File: src/rtl/slc3_mem_pkg.sv
// rtl/slc3_mem_pkg.sv - shared types and defaults for the SLC-3 memory controller
package slc3_mem_pkg;
  localparam int WORD_W         = 16;
  localparam int MEM_WORDS_DEF  = 256;
  localparam int INIT_WORDS_DEF = 64;

  typedef enum logic [1:0] {
    INIT_ROM = 2'd0,
    INIT_CLR = 2'd1,
    READY    = 2'd2
  } state_t;
endpackage

File: src/rtl/slc3_ram_1p.sv
// rtl/slc3_ram_1p.sv - single-port synchronous RAM with registered read
module slc3_ram_1p
  import slc3_mem_pkg::*;
#(
  parameter int DEPTH = MEM_WORDS_DEF,
  parameter int AW    = $clog2(DEPTH)
) (
  input  logic              clk,
  input  logic              we,
  input  logic              re,
  input  logic [AW-1:0]     addr,
  input  logic [WORD_W-1:0] wdata,
  output logic [WORD_W-1:0] rdata
);
  logic [WORD_W-1:0] mem [DEPTH];

  always_ff @(posedge clk) begin
    if (we) mem[addr] <= wdata;
    if (re) rdata <= mem[addr];
  end
endmodule

File: src/rtl/slc3_mem_ctrl.sv
// rtl/slc3_mem_ctrl.sv - loads RAM from program ROM, clears the tail, then serves CPU reads/writes
module slc3_mem_ctrl
  import slc3_mem_pkg::*;
#(
  parameter int MEM_WORDS  = MEM_WORDS_DEF,
  parameter int INIT_WORDS = INIT_WORDS_DEF
) (
  input  logic              Clk,
  input  logic              Reset,
  input  logic [15:0]       ADDR,
  input  logic              OE,
  input  logic              WE,
  input  logic [WORD_W-1:0] Data_to_SRAM,
  output logic [WORD_W-1:0] Data_from_SRAM,
  output logic [15:0]       Rom_Addr,
  input  logic [WORD_W-1:0] Rom_Data,
  output logic              Init_Done,
  output logic              Err
);
  localparam int AW = $clog2(MEM_WORDS);
  localparam int CW = AW + 1;

  state_t            state, state_next;
  logic [CW-1:0]     cnt, cnt_next;
  logic              in_range;
  logic              ram_we, ram_re;
  logic [AW-1:0]     ram_addr;
  logic [WORD_W-1:0] ram_wdata, ram_rdata;
  logic              zero_rd;

  assign in_range = (ADDR < 16'(MEM_WORDS));

  always_ff @(posedge Clk or negedge Reset) begin
    if (!Reset) begin
      state <= INIT_ROM;
      cnt   <= '0;
    end else begin
      state <= state_next;
      cnt   <= cnt_next;
    end
  end

  // cnt leads the RAM write address by one because ROM data arrives a cycle late
  always_comb begin
    state_next = state;
    cnt_next   = cnt;
    case (state)
      INIT_ROM: begin
        cnt_next = cnt + 1'b1;
        if (cnt == CW'(INIT_WORDS))
          state_next = (INIT_WORDS == MEM_WORDS) ? READY : INIT_CLR;
      end
      INIT_CLR: begin
        cnt_next = cnt + 1'b1;
        if (cnt == CW'(MEM_WORDS)) state_next = READY;
      end
      READY:   state_next = READY;
      default: state_next = INIT_ROM;
    endcase
  end

  always_comb begin
    ram_we    = 1'b0;
    ram_re    = 1'b0;
    ram_addr  = ADDR[AW-1:0];
    ram_wdata = Data_to_SRAM;
    Rom_Addr  = '0;
    Init_Done = 1'b0;
    case (state)
      INIT_ROM: begin
        ram_we    = (cnt != '0);
        ram_addr  = AW'(cnt - 1'b1);
        ram_wdata = Rom_Data;
        if (cnt < CW'(INIT_WORDS)) Rom_Addr = 16'(cnt);
      end
      INIT_CLR: begin
        ram_we    = 1'b1;
        ram_addr  = AW'(cnt - 1'b1);
        ram_wdata = '0;
      end
      READY: begin
        Init_Done = 1'b1;
        ram_we    = WE && !OE && in_range;
        ram_re    = OE && !WE && in_range;
      end
      default: ;
    endcase
  end

  // zero_rd masks the RAM output register during init and after out-of-range reads
  always_ff @(posedge Clk or negedge Reset) begin
    if (!Reset) begin
      Err     <= 1'b0;
      zero_rd <= 1'b1;
    end else begin
      if (state == READY && (OE || WE) && ((OE && WE) || !in_range)) Err <= 1'b1;
      if (state != READY) zero_rd <= 1'b1;
      else if (OE && !WE) zero_rd <= !in_range;
    end
  end

  assign Data_from_SRAM = zero_rd ? '0 : ram_rdata;

  slc3_ram_1p #(.DEPTH(MEM_WORDS), .AW(AW)) u_ram (
    .clk   (Clk),
    .we    (ram_we),
    .re    (ram_re),
    .addr  (ram_addr),
    .wdata (ram_wdata),
    .rdata (ram_rdata)
  );
endmodule

File: config.mk
export PLATFORM = sky130hd
export DESIGN_NAME = slc3_mem_ctrl
export DESIGN_NICKNAME = d
export VERILOG_FILES = /design/src/rtl/slc3_mem_pkg.sv /design/src/rtl/slc3_ram_1p.sv /design/src/rtl/slc3_mem_ctrl.sv
export SDC_FILE = /design/constraint.sdc
export NUM_CORES = 2
export LEC_CHECK = 0
export ABC_CLOCK_PERIOD_IN_PS = 17700
export CORE_ASPECT_RATIO = 0.5
export CORE_UTILIZATION = 63
export DETAILED_ROUTE_END_ITERATION = 7
export PLACE_DENSITY_LB_ADDON = 0.05
export REMOVE_ABC_BUFFERS = 1
export SETUP_SLACK_MARGIN = 0.3
export SLEW_MARGIN = 10
export SYNTH_ARGS = -nofsm -noshare
export SYNTH_HDL_FRONTEND = slang
export SYNTH_SLANG_ARGS = --single-unit
File: constraint.sdc
create_clock -name Clk -period 17.7 [get_ports Clk]
set_input_delay 1.77 -clock Clk [delete_from_list [all_inputs] [get_ports Clk]]
set_output_delay 1.77 -clock Clk [all_outputs]
set_load 0.005 [all_outputs]
Word level (Yosys, flattened, before mapping)
Memory sizes are Yosys's and may differ from the RTL's. A register that Yosys moved wholly into a read port is not among the register bits.
Cells that the tools add are included.
{"block": "word_totals", "register_bits": 13, "rom_bits": 0, "wordCells": 48, "latchBits": 0, "out_inout_bits": 34, "in_bits": 52, "mem_count": 1, "mem_bits_rw": 4096}
{"name": "u_ram.mem", "words": 256, "width": 16, "rd": 1, "rd_clocked_by_memory_dff": 1, "write_ports": 1, "line_no": "slc3_ram_1p.sv:15", "source": "logic [WORD_W-1:0] mem [DEPTH];"}
{"block": "classes", "reduce_logical": 17, "n_addsub": 2, "bitwise": 0, "shifts": 0, "n_mux": 15, "eq_ne": 7, "order_cmp": 2, "div_mod_pow": 0, "n_mul": 0}
{"cell": "one-hot mux 16 bit (2 select lines)", "n": 1}
{"cell": "2-to-1 mux 9 bit", "n": 2}
{"cell": "less-than comparator 16 x 9 -> 1 bit (second input constant)", "n": 1}
{"cell": "2-to-1 mux 16 bit", "n": 1}
{"cell": "adder 9 x 1 -> 9 bit (second input constant)", "n": 1}
{"cell": "equality test 9 x 7 -> 1 bit (second input constant)", "n": 1}
{"cell": "equality test 9 bit (second input constant)", "n": 1}
{"cell": "less-than comparator 9 x 7 -> 1 bit (second input constant)", "n": 1}
{"cell": "nonzero test 9 bit", "n": 1}
{"cell": "2-to-1 mux 8 bit", "n": 1}
{"cell": "subtractor 8 x 1 -> 8 bit (second input constant)", "n": 1}
{"cell": "logical AND 1 bit", "n": 7}
{"cell": "2-to-1 mux 1 bit", "n": 6}
{"cell": "inequality test 2 bit (second input constant)", "n": 3}
{"cell": "one-hot mux 2 bit (3 select lines)", "n": 1}
{"cell": "2-to-1 mux 2 bit", "n": 2}
{"cell": "zero test 1 bit", "n": 3}
{"cell": "one-hot mux 1 bit (3 select lines)", "n": 1}
{"cell": "equality test 2 x 1 -> 1 bit (second input constant)", "n": 1}
{"cell": "equality test 2 bit (second input constant)", "n": 1}
{"cell": "zero test 2 bit", "n": 1}
{"cell": "logical OR 1 bit", "n": 2}
{"cell": "AND reduction 2 bit", "n": 1}
{"cell": "nonzero test 2 bit", "n": 1}
{"cell": "OR reduction 2 bit", "n": 1}

Logic depth before layout (Yosys ltp)
{"block": "depth", "word_depth": 6, "depth_mapped": 18, "depth_no_buf": 10}

Cells and area by module
Synthesis repeated with hierarchy kept, for this count alone.
{"block": "unflattened", "cells_unflattened": 6918, "hier_area_um2": 157016.8}
{"module": "slc3_ram_1p", "area_each_um2": 155559.2, "instances": 1, "cells_each": 6727, "seq_area_each_um2": 123478.4}
{"module": "slc3_mem_ctrl", "area_each_um2": 1457.6, "instances": 1, "cells_each": 191, "seq_area_each_um2": 326.6}

Worst setup path after synthesis
Ideal clock, no wire load.
{"block": "synth_timing", "path_kind": "input to register", "from": "input port Data_to_SRAM[0]", "to": "memory u_ram.mem[0][0] (data pin)", "setup_slack_ps": 3783, "required_time_ps": 15513, "arrival_time_ps": 11730, "n_path_buf": 0, "setup_ps": 2187, "stages": 2, "path_cell_list": "nand2b_1 -> o21ai_0"}
{"block": "synth_between", "elab_chain_len": 1}
{"element": "start: declaration", "line_no": "slc3_mem_ctrl.sv:13", "source": "input logic [WORD_W-1:0] Data_to_SRAM,"}
{"element": "one-hot mux 16 bit (2 select lines)", "line_no": "slc3_mem_ctrl.sv:69", "source": "case (state)"}
{"element": "net ram_wdata[0]", "line_no": "slc3_mem_ctrl.sv:28", "source": "logic [WORD_W-1:0] ram_wdata, ram_rdata;"}
{"element": "end: declaration", "line_no": "slc3_ram_1p.sv:15"}
The timed path passes the listed nets, and every way through them passes these cells.

Final worst setup path
{"block": "layout_timing", "from": "register state[1]", "to": "register u_ram.rdata[14], read port of u_ram.mem (data pin)"}
{"block": "layout_between", "elab_chain_len": 3, "elab_cells_between_ends": 6, "cone_classes": "eq/ne: 2; mux: 2; reduce/logical: 2"}
{"element": "start: declaration", "line_no": "slc3_mem_ctrl.sv:23", "source": "state_t state, state_next;"}
{"element": "start signal: assignment", "line_no": "slc3_mem_ctrl.sv:38", "source": "state <= state_next;"}
{"element": "equality test 2 x 1 -> 1 bit or zero test 2 bit (tied branches)", "line_no": "slc3_mem_ctrl.sv:69"}
{"element": "OR reduction 2 bit (no line)"}
{"element": "2-to-1 mux 8 bit"}
{"element": "end: declaration", "line_no": "slc3_ram_1p.sv:13", "source": "output logic [WORD_W-1:0] rdata"}
Several ways; a longest one is shown, not always the timed one.
A chain may end at the register's enable or synchronous reset.

==> key figures <==
Status
  • Status: finished, final reports clean

Clock network
  • Skew-Pair Late Insertion Delay: 0.91 ns
  • Buffer count from post-CTS setup fixing: 0
  • H-tree Lvls: 5
  • Post-CTS resize count: 0
  • CTS Hold Bufs: 0
  • Root Driver: clkbuf_16
  • TritonCTS clock tree: built
  • Clock Pin Slew Worst Setup and Hold Paths: 0.07 ns
  • Cts bufs inserted: 345
  • Clock buffer depth: 4
  • CTS Sinks: 4125

Global route
  • Largest net degree at the start of global routing: 203
  • Vias in the first global route: 88300
  • Global-route wire length before repair: 643 mm
  • Initial antenna violation count: 34
  • Global route total overflow: 0
  • Total GRT Usage: 0.347

Worst hold path
  • Class of the worst hold path: flop to flop

Run
  • Max-Cap Viols: 0

Layout
  • Share of cells above drive strength 1: 0.140
  • Area growth syn-to-layout: 10.5%
  • Final #Nets: 10200

Drt
  • DR pass1 iterations: 6
  • DRT antenna net count: 0
  • Final WL: 458 mm
  • Routed wire per std cell: 33.1 um
  • Vias per cell: 6.79
  • Via count: 94100
  • # DRC: 0
  • Starting DRT DRC Count: 15200

Timing
  • Final period util: 0.447
  • Worst slew pin tran: 1.35 ns
  • Final critical-path required period: 7.92 ns
  • Final Skew: 0.0330 ns
  • Max transition margin: 0.0995
  • Max Fclk: 126 MHz
  • Setup violations, final: 0
  • RSZ-0062 raised after global routing: no
  • Final Hold Viols: 0
  • Fin Setup TNS: 0 ns
  • Final Max Tran Viols: 0

Power
  • Cell Pwr Density: 103 nW/um2
  • Final Power: 18.4 mW
  • Max VDD drop: 0.0954 mV
  • Static Leak: 58.2 nW

Die
  • Cell Rows: 131
  • Initial Utilization: 0.636
  • Ports: 86
  • Die Wd: 721 um
  • Die footprint: 260000 um2
  • Die Ht: 361 um
  • Core box area: 256000 um2

Critical path
  • Worst EP arrival: 8.55 ns
  • Top delay family on crit path: buffers and inverters
  • Slowest CP cell: buf_4
  • Critical Path Source Type: flop
  • CP most frequent cell: buf_4
  • Crit-path max cell delay: 0.75 ns
  • Crit Path Class: flop to flop
  • Crit path required time: 18.34 ns
  • Max FO, Critical Path: 53
  • Bufs and invs on worst path: 7
  • Crit-path cells: inv_1 -> ha_2 -> buf_4 -> or2_1 -> o21a_4 -> buf_4 -> buf_4 -> buf_4 -> buf_4 -> mux2i_1 -> mux4_2 -> a2111oi_1 -> buf_4 -> a22o_1 -> a2111o_1 -> or4_1
  • Crit. End Element: flop

Logic synthesis
  • Post-synth cell types: 82
  • Mapped Cells: 9896
  • Avg Inst Size Synth: 16.4 um2
  • Leading area contributor after synthesis: edfxtp_1
  • Post-synth ARST share: 0.00315
  • Register area share after synthesis: 0.761
  • Number of synthesized flops with an enable pin: 4112
  • Post-synthesis register bit count: 4125
  • Yosys warning count: 0
  • Netlist Area Pre-Place: 163000 um2
  • Dominant synthesized flop cell: edfxtp_1
  • Top cell type's share of synthesized area: 0.759
  • Top cells by area, synth: edfxtp_1, mux4_2, nand2_1, mux2i_1, nand3_1

Place
  • # port buffers: 75
  • RD Place Congestion: 0.906
  • Placed wire-length estimate: 262 mm
[Yosys cell counts, types with 86 or more instances]
| cell type | instances |
|---|---|
| a211oi_1 | 89 |
| a21oi_1 | 228 |
| a311oi_1 | 92 |
| a31oi_1 | 128 |
| a32oi_1 | 86 |
| buf_2 | 219 |
| clkbuf_1 | 312 |
| edfxtp_1 | 4112 |
| mux2i_1 | 596 |
| mux4_2 | 372 |
| nand2_1 | 1739 |
| nand3_1 | 636 |
| nor2_1 | 307 |
| o211a_1 | 87 |
| o22ai_1 | 106 |
[path summary, 6_finish.rpt]
| kind | cells past startpoint | start | slack [ns] | endpoint |
|---|---|---|---|---|
| worst max-delay path | 16 | state[1] | 9.78 | u_ram.rdata[14] |
| worst min-delay path | 1 | Err | 0.47 | Err |
| worst max register to register | 16 | state[1] | 9.78 | u_ram.rdata[14] |
| worst min register to register | 1 | Err | 0.47 | Err |
| max in group asynchronous | 1 | Reset | 16.02 | cnt[5] |
| min in group asynchronous | 1 | Reset | 1.27 | cnt[2] |
[power by group]
group	leakage, nW	switching, mW	internal (mW)
clock	5.22	3.44	4.06
sequential	37.1	0.000478	10.7
combinational	15.8	0.176	0.0202
[metal layers]
layer	global-route usage	share of wire	up-vias
met3	0.0994	0.13	850
met4	0.120	0.038	24
li1	-	-	39100
met1	0.507	0.38	48000
met5	0.00183	0.00076	-
met2	0.509	0.44	6113
[worst register-to-register path, stage by stage, from the launching register on]
cell and delay (ns):
dfrtp_1 0.40, inv_1 0.13, ha_2 0.23, buf_4 0.51, or2_1 0.63, o21a_4 0.62, buf_4 0.71, buf_4 0.70
buf_4 0.71, buf_4 0.80, mux2i_1 0.34, mux4_2 0.47, a2111oi_1 0.14, buf_4 0.19, a22o_1 0.19, a2111o_1 0.40
or4_1 0.49
[per-stage QoR]
step | cell area (um2) | setup WS, ns | util | cells | hold slack [ns]
2_1_floorplan | 160000 | -27.44 | - | 9239 | 0.451
4_1_cts | 180000 | 9.86 | 0.703 | 13800 | 0.473
5_1_grt | 180000 | 9.44 | 0.703 | 13800 | 0.515
6_report | 180000 | 9.78 | 0.703 | 13900 | 0.470
3_3_place_gp | 169000 | 9.42 | 0.661 | 13200 | 0.443
3_5_place_dp | 169000 | 9.45 | 0.661 | 13200 | 0.455
[layout by cell type, fill, tap and decap left out, types with 31 or more instances in the layout]
master,count
edfxtp_1,4112
nand2_1,1739
nand3_1,623
mux2i_1,596
buf_4,435
mux4_2,372
clkbuf_16,357
nor2_1,261
a21oi_1,227
a31oi_1,126
o22ai_1,106
a311oi_1,92
a211oi_1,89
o211a_1,87
a32oi_1,86
clkbuf_1,85
clkdlybuf4s50_1,75
clkinv_1,71
nor3_1,64
a22oi_1,63
clkinv_2,49
and3_1,44
mux2_2,41
nor2_2,37
nand4_1,31
[state kept, by name, indices dropped and copies added (netlist names)]
signal / count
u_ram.rdata: 16
Err: 1
cnt: 9
u_ram.mem: 4096
state: 2
zero_rd: 1
[cell type report]
cell class,count,area [um2]
repair buffers,532,4440
clock buffers,446,9310
flip-flops and latches,4125,124000
fillers,16300,76000
inverters,7,26.3
well taps,3458,4330
clock inverters,160,1380
multi-input cells,5107,36500
diodes,23,57.6
[cell families after synthesis]
kind of cell	Yosys count	share of synthesized area
AOI/OAI and AO/OA	1118	0.0502
xor gates and xnor gates	10	0.000538
adders and majority gates	9	0.000677
buffers and inverters	673	0.0192
DFF	4125	0.761
muxes	1009	0.0910
other	1	0.0000230
and+or+nand+nor	2951	0.0774
Note: power is estimated with default switching activity, not from simulation.
